--- src/rtl/vga_label_engine_if.sv ---
// vga_label_engine_if: label-table configuration bus for vga_label_engine
// Signals:
//   cfg_we                  write strobe; one entry is updated per strobe
//   cfg_idx                 target entry (IDX_W bits); out-of-range indices are dropped by the engine
//   cfg_line / cfg_col      label origin in cells
//   cfg_width               label length in characters (0 = empty)
//   cfg_offset              base address of the label text in the character RAM
//   cfg_color / cfg_zoom    foreground colour and zoom exponent
//   cfg_en / cfg_blink      channel enable and blink request
// Modports: master drives the bus, slave (the engine) samples it.
interface vga_label_engine_if #(
    parameter int NLABELS = 4,
    parameter int ADDR_W  = 8,
    parameter int ZOOM_W  = 2
);
    localparam int IDX_W = NLABELS > 1 ? $clog2(NLABELS) : 1;
    logic              cfg_we;
    logic [IDX_W-1:0]  cfg_idx;
    logic [6:0]        cfg_line;
    logic [6:0]        cfg_col;
    logic [7:0]        cfg_width;
    logic [ADDR_W-1:0] cfg_offset;
    logic [2:0]        cfg_color;
    logic [ZOOM_W-1:0] cfg_zoom;
    logic              cfg_en;
    logic              cfg_blink;
    modport master (output cfg_we, cfg_idx, cfg_line, cfg_col, cfg_width, cfg_offset,
                    cfg_color, cfg_zoom, cfg_en, cfg_blink);
    modport slave  (input  cfg_we, cfg_idx, cfg_line, cfg_col, cfg_width, cfg_offset,
                    cfg_color, cfg_zoom, cfg_en, cfg_blink);
endinterface

--- src/rtl/vga_label_engine.sv ---
// vga_label_engine: four-stage text-label overlay on a VGA pixel stream
// Optional feature: define VGA_LABEL_BLINK_EN for per-label blinking driven by frame_cnt[5].
// Ports:
//   px_clk, reset              pixel clock, synchronous active-high reset
//   hsync_in, vsync_in, av_in  sync and active-video from the timing generator
//   x_in, y_in                 current pixel position
//   cfg                        label-table write bus (vga_label_engine_if.slave)
//   ram_addr, ram_data         character RAM; data is sampled on the edge after the address
//   font_char/row/col,font_bit glyph lookup; the bit is sampled on the edge after the lookup
//   rgb, hsync, vsync          pixel colour and sync, four cycles behind the inputs
//   frame_cnt                  completed frames, wraps 255 -> 0
module vga_label_engine #(
    parameter int         NLABELS = 4,
    parameter int         ADDR_W  = 8,
    parameter int         ZOOM_W  = 2,
    parameter logic [2:0] DEF_BG  = 3'b000
) (
    input  logic              px_clk,
    input  logic              reset,
    input  logic              hsync_in,
    input  logic              vsync_in,
    input  logic              av_in,
    input  logic [9:0]        x_in,
    input  logic [9:0]        y_in,
    vga_label_engine_if.slave cfg,
    output logic [ADDR_W-1:0] ram_addr,
    input  logic [7:0]        ram_data,
    output logic [7:0]        font_char,
    output logic [2:0]        font_row,
    output logic [2:0]        font_col,
    input  logic              font_bit,
    output logic [2:0]        rgb,
    output logic              hsync,
    output logic              vsync,
    output logic [7:0]        frame_cnt
);
    localparam int IDX_W = NLABELS > 1 ? $clog2(NLABELS) : 1;

    logic [6:0]        t_line  [NLABELS];
    logic [6:0]        t_col   [NLABELS];
    logic [7:0]        t_width [NLABELS];
    logic [ADDR_W-1:0] t_off   [NLABELS];
    logic [2:0]        t_color [NLABELS];
    logic [ZOOM_W-1:0] t_zoom  [NLABELS];
    logic [NLABELS-1:0] t_en;

    logic [8:0]        cx [NLABELS];
    logic              hit, wr, blank;
    logic [IDX_W-1:0]  sel;
    logic [ADDR_W-1:0] addr, s0_addr;
    logic [2:0]        row, col, s0_row, s0_col, s1_row, s1_col;
    logic [2:0]        s0_color, s1_color, s2_color;
    logic              s0_hit, s1_hit, s2_hit, s0_eof;
    logic [2:0]        hs_p, vs_p;

    assign wr = cfg.cfg_we && 32'(cfg.cfg_idx) < NLABELS;

    // Descending scan so the lowest-index hit is the one left in sel.
    always_comb begin
        hit = 1'b0;
        sel = '0;
        for (int k = NLABELS - 1; k >= 0; k--) begin
            cx[k] = 9'(x_in >> (32'(t_zoom[k]) + 3));
            if (av_in && t_en[k] && (y_in >> (32'(t_zoom[k]) + 3)) == {3'b000, t_line[k]}
                && {2'b00, t_col[k]} <= cx[k] && cx[k] < {2'b00, t_col[k]} + {1'b0, t_width[k]}) begin
                hit = 1'b1;
                sel = IDX_W'(k);
            end
        end
    end

    assign addr = t_off[sel] + ADDR_W'(cx[sel] - {2'b00, t_col[sel]});
    assign row  = 3'(y_in >> t_zoom[sel]);
    assign col  = 3'(x_in >> t_zoom[sel]);

    always_ff @(posedge px_clk) begin
        if (reset) begin
            t_en <= '0;
            for (int k = 0; k < NLABELS; k++) begin
                t_line[k]  <= '0;
                t_col[k]   <= '0;
                t_width[k] <= '0;
                t_off[k]   <= '0;
                t_color[k] <= '0;
                t_zoom[k]  <= '0;
            end
        end else if (wr) begin
            t_en[cfg.cfg_idx]    <= cfg.cfg_en;
            t_line[cfg.cfg_idx]  <= cfg.cfg_line;
            t_col[cfg.cfg_idx]   <= cfg.cfg_col;
            t_width[cfg.cfg_idx] <= cfg.cfg_width;
            t_off[cfg.cfg_idx]   <= cfg.cfg_offset;
            t_color[cfg.cfg_idx] <= cfg.cfg_color;
            t_zoom[cfg.cfg_idx]  <= cfg.cfg_zoom;
        end
    end

    // Everything a pixel needs is captured in S0, so later table writes cannot touch it.
    always_ff @(posedge px_clk) begin
        if (reset) begin
            {s0_hit, s1_hit, s2_hit, s0_eof} <= '0;
            {s0_addr, ram_addr, font_char} <= '0;
            {s0_row, s0_col, s1_row, s1_col, font_row, font_col} <= '0;
            {s0_color, s1_color, s2_color} <= '0;
            hs_p      <= '1;
            vs_p      <= '1;
            hsync     <= 1'b1;
            vsync     <= 1'b1;
            rgb       <= DEF_BG;
            frame_cnt <= '0;
        end else begin
            s0_hit    <= hit;
            s0_eof    <= x_in == 10'd639 && y_in == 10'd479;
            s0_addr   <= addr;
            s0_row    <= row;
            s0_col    <= col;
            s0_color  <= t_color[sel];
            hs_p      <= {hs_p[1:0], hsync_in};
            vs_p      <= {vs_p[1:0], vsync_in};
            s1_hit    <= s0_hit;
            ram_addr  <= s0_addr;
            s1_row    <= s0_row;
            s1_col    <= s0_col;
            s1_color  <= s0_color;
            s2_hit    <= s1_hit;
            font_char <= ram_data;
            font_row  <= s1_row;
            font_col  <= s1_col;
            s2_color  <= s1_color;
            rgb       <= s2_hit && font_bit && !blank ? s2_color : DEF_BG;
            hsync     <= hs_p[2];
            vsync     <= vs_p[2];
            frame_cnt <= frame_cnt + 8'(s0_eof);
        end
    end

`ifdef VGA_LABEL_BLINK_EN
    logic [NLABELS-1:0] t_blink;
    logic               s0_blink, s1_blink, s2_blink;

    always_ff @(posedge px_clk) begin
        if (reset) begin
            t_blink <= '0;
            {s0_blink, s1_blink, s2_blink} <= '0;
        end else begin
            if (wr)
                t_blink[cfg.cfg_idx] <= cfg.cfg_blink;
            s0_blink <= hit && t_blink[sel];
            s1_blink <= s0_blink;
            s2_blink <= s1_blink;
        end
    end

    assign blank = s2_blink && frame_cnt[5];
`else
    assign blank = 1'b0;
`endif
endmodule

--- src/flat_wrapper.sv ---
// flat-port wrapper written by rule: the top's interface ports become plain ports
module vga_label_engine_flat 
#(
    parameter int         NLABELS = 4,
    parameter int         ADDR_W  = 8,
    parameter int         ZOOM_W  = 2,
    parameter logic [2:0] DEF_BG  = 3'b000
)
  (px_clk, reset, hsync_in, vsync_in, av_in, x_in, y_in, ram_addr, ram_data, font_char, font_row, font_col, font_bit, rgb, hsync, vsync, frame_cnt, cfg_cfg_we, cfg_cfg_idx, cfg_cfg_line, cfg_cfg_col, cfg_cfg_width, cfg_cfg_offset, cfg_cfg_color, cfg_cfg_zoom, cfg_cfg_en, cfg_cfg_blink);
  vga_label_engine_if #(.NLABELS(NLABELS), .ADDR_W(ADDR_W), .ZOOM_W(ZOOM_W)) cfg_i ();
  input  logic px_clk;
  input  logic reset;
  input  logic hsync_in;
  input  logic vsync_in;
  input  logic av_in;
  input  logic [9:0] x_in;
  input  logic [9:0] y_in;
  output logic [ADDR_W-1:0] ram_addr;
  input  logic [7:0] ram_data;
  output logic [7:0] font_char;
  output logic [2:0] font_row;
  output logic [2:0] font_col;
  input  logic font_bit;
  output logic [2:0] rgb;
  output logic hsync;
  output logic vsync;
  output logic [7:0] frame_cnt;
  input wire logic [$bits(cfg_i.cfg_we)-1:0] cfg_cfg_we;
  input wire logic [$bits(cfg_i.cfg_idx)-1:0] cfg_cfg_idx;
  input wire logic [$bits(cfg_i.cfg_line)-1:0] cfg_cfg_line;
  input wire logic [$bits(cfg_i.cfg_col)-1:0] cfg_cfg_col;
  input wire logic [$bits(cfg_i.cfg_width)-1:0] cfg_cfg_width;
  input wire logic [$bits(cfg_i.cfg_offset)-1:0] cfg_cfg_offset;
  input wire logic [$bits(cfg_i.cfg_color)-1:0] cfg_cfg_color;
  input wire logic [$bits(cfg_i.cfg_zoom)-1:0] cfg_cfg_zoom;
  input wire logic [$bits(cfg_i.cfg_en)-1:0] cfg_cfg_en;
  input wire logic [$bits(cfg_i.cfg_blink)-1:0] cfg_cfg_blink;
  assign cfg_i.cfg_we = cfg_cfg_we;
  assign cfg_i.cfg_idx = cfg_cfg_idx;
  assign cfg_i.cfg_line = cfg_cfg_line;
  assign cfg_i.cfg_col = cfg_cfg_col;
  assign cfg_i.cfg_width = cfg_cfg_width;
  assign cfg_i.cfg_offset = cfg_cfg_offset;
  assign cfg_i.cfg_color = cfg_cfg_color;
  assign cfg_i.cfg_zoom = cfg_cfg_zoom;
  assign cfg_i.cfg_en = cfg_cfg_en;
  assign cfg_i.cfg_blink = cfg_cfg_blink;
  vga_label_engine #(.NLABELS(NLABELS), .ADDR_W(ADDR_W), .ZOOM_W(ZOOM_W), .DEF_BG(DEF_BG)) u_core (.px_clk(px_clk), .reset(reset), .hsync_in(hsync_in), .vsync_in(vsync_in), .av_in(av_in), .x_in(x_in), .y_in(y_in), .cfg(cfg_i), .ram_addr(ram_addr), .ram_data(ram_data), .font_char(font_char), .font_row(font_row), .font_col(font_col), .font_bit(font_bit), .rgb(rgb), .hsync(hsync), .vsync(vsync), .frame_cnt(frame_cnt));
endmodule
--- config.mk ---
export PLATFORM = sky130hd
export DESIGN_NAME = vga_label_engine_flat
export DESIGN_NICKNAME = d
export VERILOG_FILES = /design/src/rtl/vga_label_engine_if.sv /design/src/rtl/vga_label_engine.sv /design/src/flat_wrapper.sv
export SDC_FILE = /design/constraint.sdc
export NUM_CORES = 1
export LEC_CHECK = 0
export CORE_UTILIZATION = 59
export DETAILED_ROUTE_END_ITERATION = 8
export MAX_ROUTING_LAYER = met4
export PLACE_DENSITY = 0.84
export SLEW_MARGIN = 20
export SYNTH_ARGS = -nofsm -noshare
export SYNTH_HDL_FRONTEND = slang
export SYNTH_SLANG_ARGS = --single-unit
--- constraint.sdc ---
create_clock -name px_clk -period 10 [get_ports px_clk]
set_input_delay 3 -clock px_clk [delete_from_list [all_inputs] [get_ports px_clk]]
set_output_delay 3 -clock px_clk [all_outputs]
set_load 0.03 [all_outputs]
==> impl_metrics.json, run 1 <==
{
  "stdcell_count": 1656,
  "arrival_ns": 9.64,
  "maxCapViolCount": 0,
  "hp-class": "reg -> reg",
  "vias": 9841,
  "io_buffers": 107,
  "dp_cells": 1611,
  "yosys_register_bits": 218,
  "syn_inst": 1261,
  "dp_slack_ns": 0.334,
  "ir_drop_v": 0.000142,
  "antenna_found_initial": 1,
  "root_buffer": "clkbuf_16",
  "grt_max_degree": 79,
  "cts_buffer_depth": 3,
  "hold_viol": 0,
  "startpoint": "x_in[7]",
  "min_period_ns": 9.24,
  "clk_latency_ns": 0.53,
  "firstDrtPassIters": 6,
  "start_util": 0.607,
  "grt_pass1_wl_um": 49900,
  "synth-xor-area-share": 0.0361,
  "r2r_slack_ns": 2.91,
  "synth_top_family_by_area": "simple AND/OR/NAND/NOR gates",
  "ys_seq_area_frac": 0.449,
  "worstSetupPathType": "in -> reg",
  "synth_edf_count": 140,
  "wl_per_cell_um": 19.1,
  "rr_worst_depth": 28,
  "fin_nets": 1537,
  "critPathBufInv": 5,
  "setup_tns_ns": 0,
  "rsz0062_at_grt": "false",
  "crit_fanout": 20,
  "synth_area_leaders": "edfxtp_1 (33%), dfxtp_1 (12%), ha_1 (8.8%)",
  "finalSetupViolCount": 0,
  "slew_headroom": 0.392,
  "synthSimpleGateAreaFrac": 0.157,
  "hold_path_depth": 1,
  "cts_hold_buffers": 0,
  "worstReg2RegEnd": "u_core.s0_addr[7]$_SDFF_PP0_",
  "fin_total_pwr_uw": 2540,
  "fin_crit_sh": 0.924,
  "gp_congestion": 0.931,
  "die_area_sq_um": 22400,
  "start_kind": "input port",
  "layout-drive-gt1-share": 0.0942,
  "synth_compound_area_frac": 0.0957,
  "required_ns": 10.40,
  "power.density_nw_per_um2": 168,
  "tightest_slew_ns": 0.911,
  "track_usage": 0.301,
  "cts_max_level": 1,
  "core_sq_um": 21200,
  "netlist_area_sq_um": 12800,
  "cts_resized": 0,
  "die_w_um": 150,
  "drt-initial-drc-count": 822,
  "cts.sinks": 218,
  "synth_ff_type": "edfxtp_1",
  "gr-total-overflow": 0,
  "top_level_ports": 109,
  "drc_errors": 0,
  "cpMaxStageDelayCell": "clkdlybuf4s50_1",
  "crit_family": "compound AO/OA/AOI/OAI gates",
  "synth-adder-area-share": 0.105,
  "syn2layout_area_growth_pct": 17.3,
  "cts_tree": "built",
  "fin_skew_ns": 0.0254,
  "synth_mux_area_frac": 0.107,
  "avgSynthCellArea_sq_um": 10.2,
  "layout_commonest_cell": "nor2_1",
  "finalWorstSetupSlack_ns": 0.757,
  "synth.distinct_cells": 71,
  "utilization": 0.712,
  "fillers": 1528,
  "cts_setup_buffers": 0,
  "yosysTopAreaCellShare": 0.327,
  "hpwl_um": 23200,
  "cp.depth": 25,
  "async_reset_ff_frac": 0,
  "core.rowCount": 53,
  "ant_nets": 0,
  "fmax_ghz": 0.108,
  "cts_buffers": 24,
  "yosysWarnings": 0,
  "rr_startpoint": "u_core.t_col[3][0]$_DFFE_PP_",
  "syn_nets": 1436,
  "grt_pass1_vias": 9427,
  "cp-end-kind": "register",
  "clkSlewWorstSetupHoldPaths_ns": 0.06,
  "crit_end": "u_core.s0_addr[7]$_SDFF_PP0_",
  "slew_violations": 0,
  "final_cell_mix": "nor2_1 (170), edfxtp_1 (140), clkdlybuf4s50_1 (106)",
  "wl_um": 31600,
  "power.static_leakage_uw": 0.00617,
  "die_h_um": 150,
  "via_per_inst": 5.94,
  "yosysTopAreaCell": "edfxtp_1",
  "cpPeakStageDelay_ns": 0.61,
  "status": "finished clean"
}
## logic make-up (layout without fill, tap and decap cells)
logic type	after synthesis	after routing
compound gates	193	193
fa+ha+maj	101	101
other cells	0	1
simple gates	418	418
xor+xnor	53	53
mux	114	114
buf+inv	164	283
flops	218	218
## metal layers
metal	up-vias	global-route usage	part of all wire
li1	4653	-	-
met5	-	-	0
met1	4682	0.386	0.41
met4	0	0.111	0.037
met3	80	0.0591	0.087
met2	426	0.473	0.46
## state kept, by name (all words and copies together), names as in the netlist, 4 cells and up
name,cells
u_core.t_off,32
u_core.t_width,32
u_core.t_col,28
u_core.t_line,28
u_core.t_color,12
u_core.font_char,8
u_core.frame_cnt,8
u_core.ram_addr,8
u_core.s0_addr,8
u_core.t_zoom,8
u_core.t_en,4
## synth_stat cells (14+ instances only)
master	n
ha_1	90
o22ai_1	14
nor2_1	170
o21ai_0	35
edfxtp_1	140
xnor2_1	30
clkbuf_1	49
nand3_1	26
dfxtp_1	78
nor2b_1	60
mux2i_1	73
nand2b_1	15
inv_1	97
mux2_2	24
nand2_1	73
mux4_2	16
xor2_1	23
a21oi_1	64
## report_power, final
group / internal (uW) / switching [uW] / total, uW
sequential: 1030 / 50.7 / 1080
combinational: 265 / 315 / 580
clock: 514 / 359 / 872
## through the flow
stage	hold slack [ns]	cell area [sq um]
after floorplan	0.389	12800
after global placement	0.392	14300
after detailed placement	0.394	14300
after CTS	0.408	15100
after global routing	0.422	15100
final	0.407	15100
## area by class of cell
class / count / area, sq um / share of cell area
well taps: 275 / 344 / 0.0228
repair buffers: 142 / 1350 / 0.0898
flip-flops and latches: 218 / 5770 / 0.383
multi-input cells: 879 / 6450 / 0.428
clock inverters: 9 / 100 / 0.00664
inverters: 97 / 364 / 0.0242
diodes: 1 / 2.50 / 0.000166
clock buffers: 35 / 693 / 0.0460
## worst min path at each step
stage | slack (ns) | end | start
final | 0.41 | u_core.vs_p[2]$_SDFF_PP1_ | u_core.vs_p[1]$_SDFF_PP1_
after global routing | 0.42 | u_core.vs_p[1]$_SDFF_PP1_ | u_core.vs_p[0]$_SDFF_PP1_
after CTS | 0.41 | u_core.vs_p[2]$_SDFF_PP1_ | u_core.vs_p[1]$_SDFF_PP1_
after detailed placement | 0.39 | u_core.vs_p[2]$_SDFF_PP1_ | u_core.vs_p[1]$_SDFF_PP1_
after global placement | 0.39 | u_core.vs_p[1]$_SDFF_PP1_ | u_core.vs_p[0]$_SDFF_PP1_
after floorplan | 0.39 | u_core.hs_p[1]$_SDFF_PP1_ | u_core.hs_p[0]$_SDFF_PP1_
(Power assumes the default switching activity.)
==> inputs of run 2 (changes only) <==
SLEW_MARGIN = 40   (was 20)
==> run 2 against run 1 <==
Net effect:
- utilization shrank 0.32 points
- total power down 2.7%
- global-route usage is 0.30 points lower
- fmax grew 0.38%
- largest cell class unchanged
- register-to-register slack better by 0.04 ns
- cell count unchanged
- wire length about the same
==> impl_metrics.json, run 2 (synthesis gave the netlist of run 1 again) <==
{
  "status": "finished clean",
  "maxCapViolCount": 0,
  "syn2layout_area_growth_pct": 16.8,
  "clk_latency_ns": 0.52,
  "required_ns": 10.40,
  "top_level_ports": 109,
  "cts_tree": "built",
  "cts_resized": 0,
  "hold_viol": 0,
  "start_kind": "input port",
  "firstDrtPassIters": 5,
  "dp_slack_ns": 0.348,
  "start_util": 0.607,
  "cts_max_level": 1,
  "cpPeakStageDelay_ns": 0.61,
  "cts_buffers": 23,
  "finalSetupViolCount": 0,
  "die_w_um": 150,
  "multi_input_area_sq_um": 6450,
  "clkSlewWorstSetupHoldPaths_ns": 0.06,
  "hp-class": "reg -> reg",
  "use_met2": 0.461,
  "drt-initial-drc-count": 825,
  "stdcell_count": 1656,
  "cts_setup_buffers": 0,
  "setup_tns_ns": 0,
  "grt_pass1_vias": 9352,
  "layout_commonest_cell": "nor2_1",
  "grt_max_degree": 79,
  "cts_hold_buffers": 0,
  "fin_total_pwr_uw": 2470,
  "use_met1": 0.388,
  "finalWorstSetupSlack_ns": 0.792,
  "seq_area_sq_um": 5770,
  "wl_um": 31600,
  "vias": 9857,
  "die_area_sq_um": 22400,
  "cp-end-kind": "register",
  "final_cell_mix": "nor2_1 (170), edfxtp_1 (140), clkdlybuf4s50_1 (106)",
  "gr-total-overflow": 0,
  "antenna_found_initial": 1,
  "drc_errors": 0,
  "core.rowCount": 53,
  "hpwl_um": 23200,
  "worstSetupPathType": "in -> reg",
  "rsz0062_at_grt": "false",
  "min_period_ns": 9.21,
  "grt-busiest-layer": "met2",
  "ant_nets": 0,
  "slew_violations": 0,
  "gp_congestion": 0.931,
  "fin_skew_ns": 0.0133,
  "core_sq_um": 21200,
  "use_met3": 0.0506,
  "fillers": 1541,
  "slew_headroom": 0.468,
  "dp_cells": 1611,
  "fin_crit_sh": 0.921,
  "tightest_slew_ns": 0.799,
  "wl_per_cell_um": 19.1,
  "crit_fanout": 20,
  "die_h_um": 150,
  "arrival_ns": 9.61,
  "cpMaxStageDelayCell": "clkdlybuf4s50_1",
  "io_buffers": 107,
  "hold_ws_ns": 0.406,
  "fin_nets": 1538,
  "power.static_leakage_uw": 0.00613,
  "ir_drop_v": 0.000140,
  "cts.sinks": 218,
  "track_usage": 0.298,
  "power.density_nw_per_um2": 165,
  "root_buffer": "clkbuf_16",
  "largestRegisters": "u_core.t_off (32), u_core.t_width (32)",
  "cts_buffer_depth": 3,
  "layout-drive-gt1-share": 0.0935,
  "grt_pass1_wl_um": 49400,
  "fmax_ghz": 0.109,
  "via_per_inst": 5.95
}
[run 2: worst max-delay path: cells and delay by family]
family          cells  cell delay (ns)
simple gates        4             0.96
fa+ha+maj           3             1.13
buf+inv             5             1.27
mux                 3             0.95
compound gates      9             2.17
xor+xnor            1             0.11
[run 2: final timing paths]
check,endpoint,startpoint,depth (start not counted),slack (ns)
max,u_core.s0_addr[7]$_SDFF_PP0_,x_in[7],25,0.79
min,u_core.vsync$_SDFF_PP1_,u_core.vs_p[2]$_SDFF_PP1_,1,0.41
max reg2reg,u_core.s0_addr[7]$_SDFF_PP0_,u_core.t_col[3][0]$_DFFE_PP_,28,2.95
min reg2reg,u_core.vsync$_SDFF_PP1_,u_core.vs_p[2]$_SDFF_PP1_,1,0.41
[run 2: layer usage]
metal  routed length [um]  up-vias  part of all wire
li1                     -     4648                 -
met1                12900     4669              0.41
met2                14500      447              0.46
met3                 2820       93             0.089
met4                 1410        0             0.045
met5                    0        -                 0
[run 2: per-stage QoR]
| step | util | cell area [sq um] |
|---|---|---|
| after floorplan | - | 12800 |
| after global placement | 0.675 | 14300 |
| after detailed placement | 0.675 | 14300 |
| after CTS | 0.708 | 15000 |
| after global routing | 0.709 | 15000 |
| final | 0.709 | 15000 |
[run 2: layout make-up]
type                    count  area share
multi-input cells         879       0.430
flip-flops and latches    218       0.384
repair buffers            144      0.0917
clock buffers              26      0.0391
inverters                  97      0.0243
well taps                 275      0.0229
clock inverters            16     0.00776
diodes                      1    0.000167
[run 2: report_power, final]
part	switching [uW]	internal, uW	leakage [uW]
sequential	47.7	1030	0.00202
combinational	319	266	0.00377
clock	352	451	0.000347
==> inputs of run 3 (changes only) <==
CAP_MARGIN = 40   (was default)
GPL_ROUTABILITY_DRIVEN = 0   (was default)
SLEW_MARGIN = default   (was 40)
==> run 3 against run 2 <==
Net effect:
- combinational power shrank 1%
- clock-buffer cell count grew 5
- cell area shrank 0.22%
- wire length shrank 0.46%
- via count shrank 0.83%
- clock skew shrank 0.0047 ns
- global-route usage shrank 0.34 points
- sequential share of layout area grew 0.087 points
- first-iteration DRC count shrank 1.7%
- sequential cell count is the same
- setup slack lost 0.051 ns
- non-clock buffer count shrank 9
- critical endpoint unchanged
- largest cell class unchanged
==> impl_metrics.json, run 3 (synthesis gave the netlist of run 1 again) <==
{
  "cts_resized": 0,
  "arrival_ns": 9.65,
  "power.static_leakage_uw": 0.00611,
  "rsz0062_at_grt": "false",
  "layout-drive-gt1-share": 0.0884,
  "drt-initial-drc-count": 811,
  "wl_per_cell_um": 19.2,
  "finalSetupViolCount": 0,
  "fin_nets": 1529,
  "ant_nets": 0,
  "final_cell_mix": "nor2_1 (170), edfxtp_1 (140), clkdlybuf4s50_1 (106)",
  "dp_slack_ns": 0.332,
  "core.rowCount": 53,
  "min_period_ns": 9.26,
  "fmax_ghz": 0.108,
  "cts_tree": "built",
  "r2r_slack_ns": 2.96,
  "cpPeakStageDelay_ns": 0.60,
  "power.density_nw_per_um2": 167,
  "worstReg2RegEnd": "u_core.s0_addr[7]$_SDFF_PP0_",
  "die_area_sq_um": 22400,
  "maxCapViolCount": 0,
  "grt_pass1_vias": 9423,
  "crit_family": "compound AO/OA/AOI/OAI gates",
  "setup_tns_ns": 0,
  "critPathBufInv": 4,
  "grt_pass1_wl_um": 49000,
  "io_buffers": 107,
  "ir_drop_v": 0.000140,
  "largestRegisters": "u_core.t_off (32), u_core.t_width (32)",
  "cts_hold_buffers": 0,
  "drc_errors": 0,
  "firstDrtPassIters": 5,
  "antenna_cells": 0,
  "slew_headroom": 0.414,
  "track_usage": 0.295,
  "grt_max_degree": 79,
  "gr-total-overflow": 0,
  "slew_violations": 0,
  "vias": 9775,
  "cts_buffers": 23,
  "rr_startpoint": "u_core.t_zoom[3][0]$_DFFE_PP_",
  "fin_skew_ns": 0.00865,
  "antenna_found_initial": 0,
  "cts_max_level": 1,
  "cts.sinks": 218,
  "die_w_um": 150,
  "cpMaxStageDelayCell": "clkdlybuf4s50_1",
  "crit_fanout": 28,
  "finalWorstSetupSlack_ns": 0.741,
  "die_h_um": 150,
  "clkSlewWorstSetupHoldPaths_ns": 0.06,
  "clk_latency_ns": 0.51,
  "start_kind": "input port",
  "startpoint": "x_in[8]",
  "core_sq_um": 21200,
  "hpwl_um": 22600,
  "hold_viol": 0,
  "status": "finished clean",
  "rr_worst_depth": 26,
  "wl_um": 31500,
  "required_ns": 10.39,
  "layout_commonest_cell": "nor2_1",
  "crit_top_cell": "a21oi_1",
  "cp.depth": 27,
  "hp-class": "reg -> reg",
  "hold_path_depth": 1,
  "via_per_inst": 5.95,
  "start_util": 0.607,
  "worstSetupPathType": "in -> reg",
  "fin_crit_sh": 0.926,
  "cts_buffer_depth": 3,
  "cts_setup_buffers": 0,
  "top_level_ports": 109,
  "tightest_slew_ns": 0.879,
  "cp-end-kind": "register",
  "crit_end": "u_core.s0_addr[7]$_SDFF_PP0_",
  "root_buffer": "clkbuf_16",
  "syn2layout_area_growth_pct": 16.5
}
run 3: cell count changes in the layout (fill, tap and decap cells not counted), moves of 2 or more:
cell	change
buf_4	-7
clkbuf_8	+4
clkinv_1	-4
inv_6	-3
clkinv_2	-2
buf_6	-2
run 3: layout make-up:
type | count | area (sq um)
clock buffers | 31 | 646
repair buffers | 135 | 1300
fillers | 1506 | 6180
flip-flops and latches | 218 | 5770
well taps | 275 | 344
inverters | 97 | 364
clock inverters | 9 | 103
multi-input cells | 879 | 6450
run 3: how the worst min path moves through the flow:
stage / to / from
finish: u_core.vs_p[2]$_SDFF_PP1_ / u_core.vs_p[1]$_SDFF_PP1_
detailed placement: u_core.vs_p[1]$_SDFF_PP1_ / u_core.vs_p[0]$_SDFF_PP1_
floorplan: u_core.hs_p[1]$_SDFF_PP1_ / u_core.hs_p[0]$_SDFF_PP1_
CTS: u_core.vs_p[2]$_SDFF_PP1_ / u_core.vs_p[1]$_SDFF_PP1_
global placement: u_core.hsync$_SDFF_PP1_ / u_core.hs_p[2]$_SDFF_PP1_
global route: u_core.vsync$_SDFF_PP1_ / u_core.vs_p[2]$_SDFF_PP1_
run 3: power by group:
part	leakage, uW	total (uW)	internal [uW]	switching (uW)
clock network	0.000372	845	504	341
logic	0.00372	577	263	314
registers	0.00202	1090	1030	51.4
run 3: per-stage QoR:
| step | hold WS (ns) | util | area, sq um | cells | power (uW) |
|---|---|---|---|---|---|
| final | 0.411 | 0.708 | 15000 | 1644 | 2510 |
| after global routing | 0.423 | 0.708 | 15000 | 1644 | 2620 |
| after CTS | 0.411 | 0.708 | 15000 | 1644 | 2510 |
| after detailed placement | 0.394 | 0.672 | 14200 | 1604 | 1670 |
| after global placement | 0.392 | 0.672 | 14200 | 1603 | 1640 |
| after floorplan | 0.389 | - | 12800 | 1261 | 1490 |
run 3: worst register-to-register path, cell delays in order, from the launching register on:
cell and delay (ns):
edfxtp_1 0.84, mux2i_1 0.32, nor2_1 0.06, a31oi_1 0.32
ha_1 0.33, a211oi_1 0.26, o21bai_1 0.11, o22ai_1 0.37
and3_1 0.25, or4b_4 0.52, a211oi_4 0.32, buf_12 0.20
buf_12 0.23, mux2i_1 0.27, a21oi_1 0.13, fa_1 0.54
inv_1 0.07, ha_1 0.30, a21o_1 0.16, a21oi_1 0.22
o21bai_1 0.09, a21oi_1 0.19, o21bai_1 0.08, a21oi_1 0.17
xnor2_1 0.12, nor2b_1 0.14, mux2_1 0.30
run 3: metal layers:
metal | global-route usage | wire, um | up-vias
met2 | 0.460 | 14400 | 470
met5 | - | 0 | -
met1 | 0.367 | 12600 | 4577
li1 | - | - | 4627
met4 | 0.133 | 1410 | 0
met3 | 0.0631 | 3050 | 101
